`src/rtl/keyboard_writer.sv`:
```
// keyboard_writer: PS/2 host-to-device byte transmitter with bus inhibit, ACK check and watchdog.
module keyboard_writer #(
  parameter int INHIBIT_CYCLES = 5000,
  parameter int TIMEOUT_CYCLES = 750000
) (
  input  logic       clk,
  input  logic       rst,
  input  logic [7:0] txData,
  input  logic       txStart,
  input  logic       ps2CLK,
  input  logic       ps2DATA,
  output logic       ps2ClkLow,
  output logic       ps2DataLow,
  output logic       busy,
  output logic       done,
  output logic       error,
  output logic       ackError
);
  localparam int MAXC = INHIBIT_CYCLES > TIMEOUT_CYCLES ? INHIBIT_CYCLES : TIMEOUT_CYCLES;
  localparam int CW = $clog2(MAXC + 1);
  localparam logic [CW-1:0] INH_END = CW'(INHIBIT_CYCLES - 1);
  localparam logic [CW-1:0] TO_END = CW'(TIMEOUT_CYCLES - 1);
  typedef enum logic [2:0] {IDLE, INHIBIT, START, SEND, ACK, WAIT_IDLE} state_t;
  state_t r_state, w_state;
  logic [2:0] r_clk_sync;
  logic [1:0] r_dat_sync;
  logic [CW-1:0] r_cnt, w_cnt;
  logic [3:0] r_idx, w_idx;
  logic [7:0] r_data, w_data;
  logic r_par, w_par, r_clk_low, w_clk_low, r_data_low, w_data_low;
  logic r_busy, w_busy, r_done, w_done, r_error, w_error, r_ack_error, w_ack_error;
  logic w_fall, w_watch;
  assign w_fall = r_clk_sync[2] & ~r_clk_sync[1];
  assign w_watch = r_state == SEND || r_state == ACK || r_state == WAIT_IDLE;
  always_comb begin
    w_state = r_state;
    w_cnt = r_cnt + 1'b1;
    w_idx = r_idx;
    w_data = r_data;
    w_par = r_par;
    w_clk_low = r_clk_low;
    w_data_low = r_data_low;
    w_busy = r_busy;
    w_done = 1'b0;
    w_error = 1'b0;
    w_ack_error = r_ack_error;
    case (r_state)
      IDLE: begin
        w_cnt = '0;
        if (txStart) begin
          w_state = INHIBIT;
          w_data = txData;
          w_par = ~^txData;
          w_clk_low = 1'b1;
          w_busy = 1'b1;
          w_ack_error = 1'b0;
        end
      end
      INHIBIT: if (r_cnt == INH_END) begin
        w_state = START;
        w_data_low = 1'b1;
      end
      START: begin
        w_state = SEND;
        w_clk_low = 1'b0;
        w_cnt = '0;
        w_idx = '0;
      end
      SEND: if (w_fall) begin
        w_cnt = '0;
        w_idx = r_idx + 1'b1;
        w_data_low = r_idx < 4'd8 ? ~r_data[r_idx[2:0]] : r_idx == 4'd8 ? ~r_par : 1'b0;
        w_state = r_idx == 4'd9 ? ACK : SEND;
      end
      ACK: if (w_fall) begin
        w_cnt = '0;
        w_state = r_dat_sync[1] ? IDLE : WAIT_IDLE;
        w_error = r_dat_sync[1];
        w_ack_error = r_dat_sync[1];
        w_busy = ~r_dat_sync[1];
        w_data_low = 1'b0;
      end
      WAIT_IDLE: if (w_fall) w_cnt = '0;
      else if (r_clk_sync[1] && r_dat_sync[1]) begin
        w_state = IDLE;
        w_done = 1'b1;
        w_busy = 1'b0;
        w_data_low = 1'b0;
      end
      default: w_state = IDLE;
    endcase
    // an edge on the expiry cycle reloads the counter instead of timing out
    if (w_watch && !w_fall && !w_done && r_cnt == TO_END) begin
      w_state = IDLE;
      w_error = 1'b1;
      w_ack_error = 1'b0;
      w_clk_low = 1'b0;
      w_data_low = 1'b0;
      w_busy = 1'b0;
    end
  end
  always_ff @(posedge clk or posedge rst) begin
    if (rst) begin
      r_state <= IDLE;
      r_clk_sync <= '1;
      r_dat_sync <= '1;
      r_cnt <= '0;
      r_idx <= '0;
      r_data <= '0;
      r_par <= 1'b0;
      r_clk_low <= 1'b0;
      r_data_low <= 1'b0;
      r_busy <= 1'b0;
      r_done <= 1'b0;
      r_error <= 1'b0;
      r_ack_error <= 1'b0;
    end else begin
      r_state <= w_state;
      r_clk_sync <= {r_clk_sync[1:0], ps2CLK};
      r_dat_sync <= {r_dat_sync[0], ps2DATA};
      r_cnt <= w_cnt;
      r_idx <= w_idx;
      r_data <= w_data;
      r_par <= w_par;
      r_clk_low <= w_clk_low;
      r_data_low <= w_data_low;
      r_busy <= w_busy;
      r_done <= w_done;
      r_error <= w_error;
      r_ack_error <= w_ack_error;
    end
  end
  assign ps2ClkLow = r_clk_low;
  assign ps2DataLow = r_data_low;
  assign busy = r_busy;
  assign done = r_done;
  assign error = r_error;
  assign ackError = r_ack_error;
endmodule

```
`config.mk`:
```
export PLATFORM = sky130hd
export DESIGN_NAME = keyboard_writer
export DESIGN_NICKNAME = d
export VERILOG_FILES = /design/src/rtl/keyboard_writer.sv
export SDC_FILE = /design/constraint.sdc
export NUM_CORES = 1
export LEC_CHECK = 0
export CAP_MARGIN = 20
export CORE_ASPECT_RATIO = 0.75
export CORE_MARGIN = 2
export CORE_UTILIZATION = 30
export DETAILED_ROUTE_END_ITERATION = 6
export GPL_TIMING_DRIVEN = 0
export PLACE_DENSITY_LB_ADDON = 0.12
export SYNTH_ARGS = -nofsm -noshare
export SYNTH_HDL_FRONTEND = slang
export SYNTH_SLANG_ARGS = --single-unit
```
`constraint.sdc`:
```
create_clock -name clk -period 1.9 [get_ports clk]
set_input_delay 0.285 -clock clk [delete_from_list [all_inputs] [get_ports clk]]
set_output_delay 0.285 -clock clk [all_outputs]
set_load 0.01 [all_outputs]
```
==> reports/qor.yml <==
yosys:
  synth_cells: 243
  syn_avg_cell_area_um2: 10.1
  ys_ff_latch: 47
  ys_types: 47
  ys_seq_area_share_pct: 48.2
  netlist_area_um2: 2450
  async_flop_share_pct: 100
  synth_edf_count: 0
  synth_nets: 260
  synth-main-ff-cell: "dfrtp_1"
  synth_warnings: 0
final_layout:
  area_delta_synth_final_pct: 27.5
  nets: 301
  num-fill-cells: 826
  drive_gt1_share_pct: 25.6
  diodes: 0
global_route:
  grt_max_degree: 39
  use_met1_pct: 19.6
  overflow: 0
  antenna_found_initial: 0
  grt_use_met3_pct: 2.98
  grtUsageMet2_pct: 19.4
  busiest_layer: "met1"
  grt_use_total_pct: 13.4
  grt_pass1_vias: 1792
  grt_first_pass_wirelength_mm: 9.16
worst_setup_path:
  crit_type: "reg -> reg"
  r2r.worst_path.cells: 5
  timing.rr.start: "r_cnt[6]"
  reg2reg_slack_ns: -0.19
  worstSetupStartpointType: "register"
  crit_arrival_ns: 2.32
  worstPathMaxFanout: 3
  timing.rr.end: "r_state[2]"
  critPathRequiredTime_ns: 2.13
  end_kind: "register"
detailed_routing:
  wire_per_inst_um: 14.2
  via_per_inst: 4.83
  initialDrtViolationCount: 63
  antenna_left: 0
  firstDrtPassIters: 4
  drt-total-wl_mm: 5.56
  drc: 0
  vias: 1884
timing:
  worst_slew_pin_slew_ns: 0.474
  fin_setup_tns_ns: -0.423
  slew_viol_final: 0
  max_freq_mhz: 478
  layout_setup_ws_ns: -0.190
  final-hold-violation-count: 0
  fin_crit_sh_pct: 110
  hold_ws_ns: 0.216
  rsz0062_at_grt: "yes"
  setup_viol: 5
  relSlewSlack_pct: 68.4
  skew_ns: 0.00523
  fin_crit_ns: 2.09
cts:
  htreeDepth: 2
  clk_pin_slew_worst_paths_ns: 0.09
  cts_root_buf: "clkbuf_8"
  numClockSinks: 47
  clk_path_buf_depth: 2
  cts_tree: "yes"
  insertion_delay_ns: 0.30
  cts_made_buffers: 5
power_and_ir_drop:
  ir_drop_mv: 0.426
  power_density_nw_per_um2: 1030
  p_leak_uw: 0.00129
worst_hold_path:
  hp-class: "in -> async"
status:
  violations: "setup timing"
  status: "finished with violations"
floorplanning:
  floorplan.die_area_um2: 8930
  die_w_um: 108
  die_y_um: 82.3
  fp.coreArea_um2: 7920
  rows: 28
  ios: 19
  initial_utilization_pct: 31.0
placement:
  port_buffers: 18
  place_congestion: 0.807
  place_hpwl_mm: 3.74
job:
  maxCapViolations: 0
cells in the final DEF (no fill, tap or decap), types with 3 or more instances in the layout:
| cell type | netlist | final |
|---|---|---|
| dfrtp_1 | 42 | 42 |
| mux2i_1 | 3 | 3 |
| nor2_1 | 33 | 32 |
| ha_1 | 4 | 3 |
| xor2_1 | 11 | 11 |
| buf_4 | 0 | 16 |
| xnor2_1 | 14 | 14 |
| o21ai_0 | 8 | 7 |
| clkbuf_2 | 0 | 5 |
| and3_1 | 4 | 4 |
| o211ai_1 | 3 | 3 |
| mux2_2 | 11 | 11 |
| clkdlybuf4s50_1 | 0 | 18 |
| a21oi_1 | 4 | 3 |
| nand2_1 | 21 | 21 |
| inv_1 | 8 | 7 |
| nand3b_1 | 3 | 3 |
| clkbuf_8 | 0 | 5 |
| clkbuf_1 | 9 | 3 |
| dfstp_2 | 5 | 5 |
| nand3_1 | 9 | 8 |
| nand4_1 | 6 | 6 |
area by class of cell:
class / instances / area, um2 / share of cell area, %
buffer: 8 / 36.3 / 1.16
clock buffer: 5 / 68.8 / 2.20
clock inverter: 3 / 22.5 / 0.720
inverter: 9 / 33.8 / 1.08
multi-input combinational: 178 / 1330 / 42.6
sequential: 47 / 1180 / 37.8
tap: 105 / 131 / 4.20
timing repair buffer: 35 / 320 / 10.2
sequential cells by signal, indices dropped and copies added, names as in the netlist:
register,count
r_cnt,20
r_data,8
r_idx,4
r_clk_sync,3
r_state,3
r_dat_sync,2
ackError,1
busy,1
done,1
error,1
ps2ClkLow,1
ps2DataLow,1
r_par,1
layer usage:
layer | routed length, um | share of wire [%]
met5 | 0 | 0
met4 | 57 | 1.0
met3 | 205 | 3.7
met2 | 2340 | 42
met1 | 2960 | 53
worst max-delay path, stage by stage (launching register included):
cell and delay, ns:
dfrtp_1 0.39, or4b_4 0.60, nor3_4 0.17, a31oi_4 0.12, or4b_4 0.57, o22ai_2 0.17
worst max path at each step:
| stage | from | end | slack, ns | depth (start not counted) |
|---|---|---|---|---|
| finish | r_cnt[6] | r_state[2] | -0.19 | 5 |
| global route | r_cnt[6] | r_state[0] | -0.24 | 5 |
| CTS | r_cnt[13] | r_state[0] | -0.22 | 5 |
| detailed placement | txStart | r_data[4] | -0.42 | 3 |
| global placement | rst | r_state[0] | -0.56 | 2 |
| floorplan | r_cnt[11] | r_state[2] | -0.13 | 5 |
cells in the mapped netlist, types with 2 or more instances:
cell type  count  area share [%]
nand4_1        6             1.5
xor2_1        11             3.9
nor2b_1        2            0.51
nand4b_1       2            0.71
and3_1         4             1.0
mux2i_1        3             1.2
mux4_2         2             1.8
a31oi_1        3            0.76
or2_2          2            0.51
o21ai_0        8             1.6
dfstp_2        5             5.4
clkbuf_1       9             1.4
dfrtp_1       42              43
nand3b_1       3            0.92
nand2b_1       2            0.51
a21oi_1        4            0.82
mux2_2        11             5.0
nor3_1         5             1.0
nand3_1        9             1.8
o22ai_1        2            0.51
nor2_1        33             5.0
inv_1          8             1.2
nand2_1       21             3.2
xnor2_1       14             5.0
a211o_1        2            0.71
ha_1           4             2.0
o211ai_1       3            0.92
a211oi_1       2            0.61
nor4_1         3            0.76
through the flow:
step	power [uW]	util [%]	instances	instance area, um2	setup WS (ns)
global route	3440	39.5	390	3130	-0.237
CTS	3210	38.7	387	3070	-0.225
finish	3210	39.5	390	3130	-0.190
global placement	2440	34.9	366	2770	-0.559
detailed placement	2440	35.2	367	2790	-0.418
floorplan	2110	-	243	2450	-0.135
logic make-up (layout without fill, tap and decap cells):
family                   Yosys count  after routing  synth area share (%)
AND/OR/NAND/NOR                  102            102                  21.6
flip-flops                        47             47                  48.2
AO/OA/AOI/OAI                     31             31                  8.36
XOR/XNOR                          25             25                  8.92
buffers and inverters             18             60                  2.75
multiplexers                      16             16                  8.11
adder cells (fa/ha/maj)            4              4                  2.04
repair_timing:
action / in CTS / in global routing
hold buffers: 0 / 0
setup endpoints to repair: 36 / 28
buffers inserted: 12 / 5
pin swaps: 9 / 8
resized for setup: 20 / 11
power by group:
part / switching [uW] / leakage (uW) / internal [uW]
sequential: 180 / 0.000603 / 1200
clock: 366 / 0.0000489 / 267
combinational: 620 / 0.000634 / 581
total: 1170 / 0.00129 / 2050
Note: power is estimated with default switching activity, not from simulation.
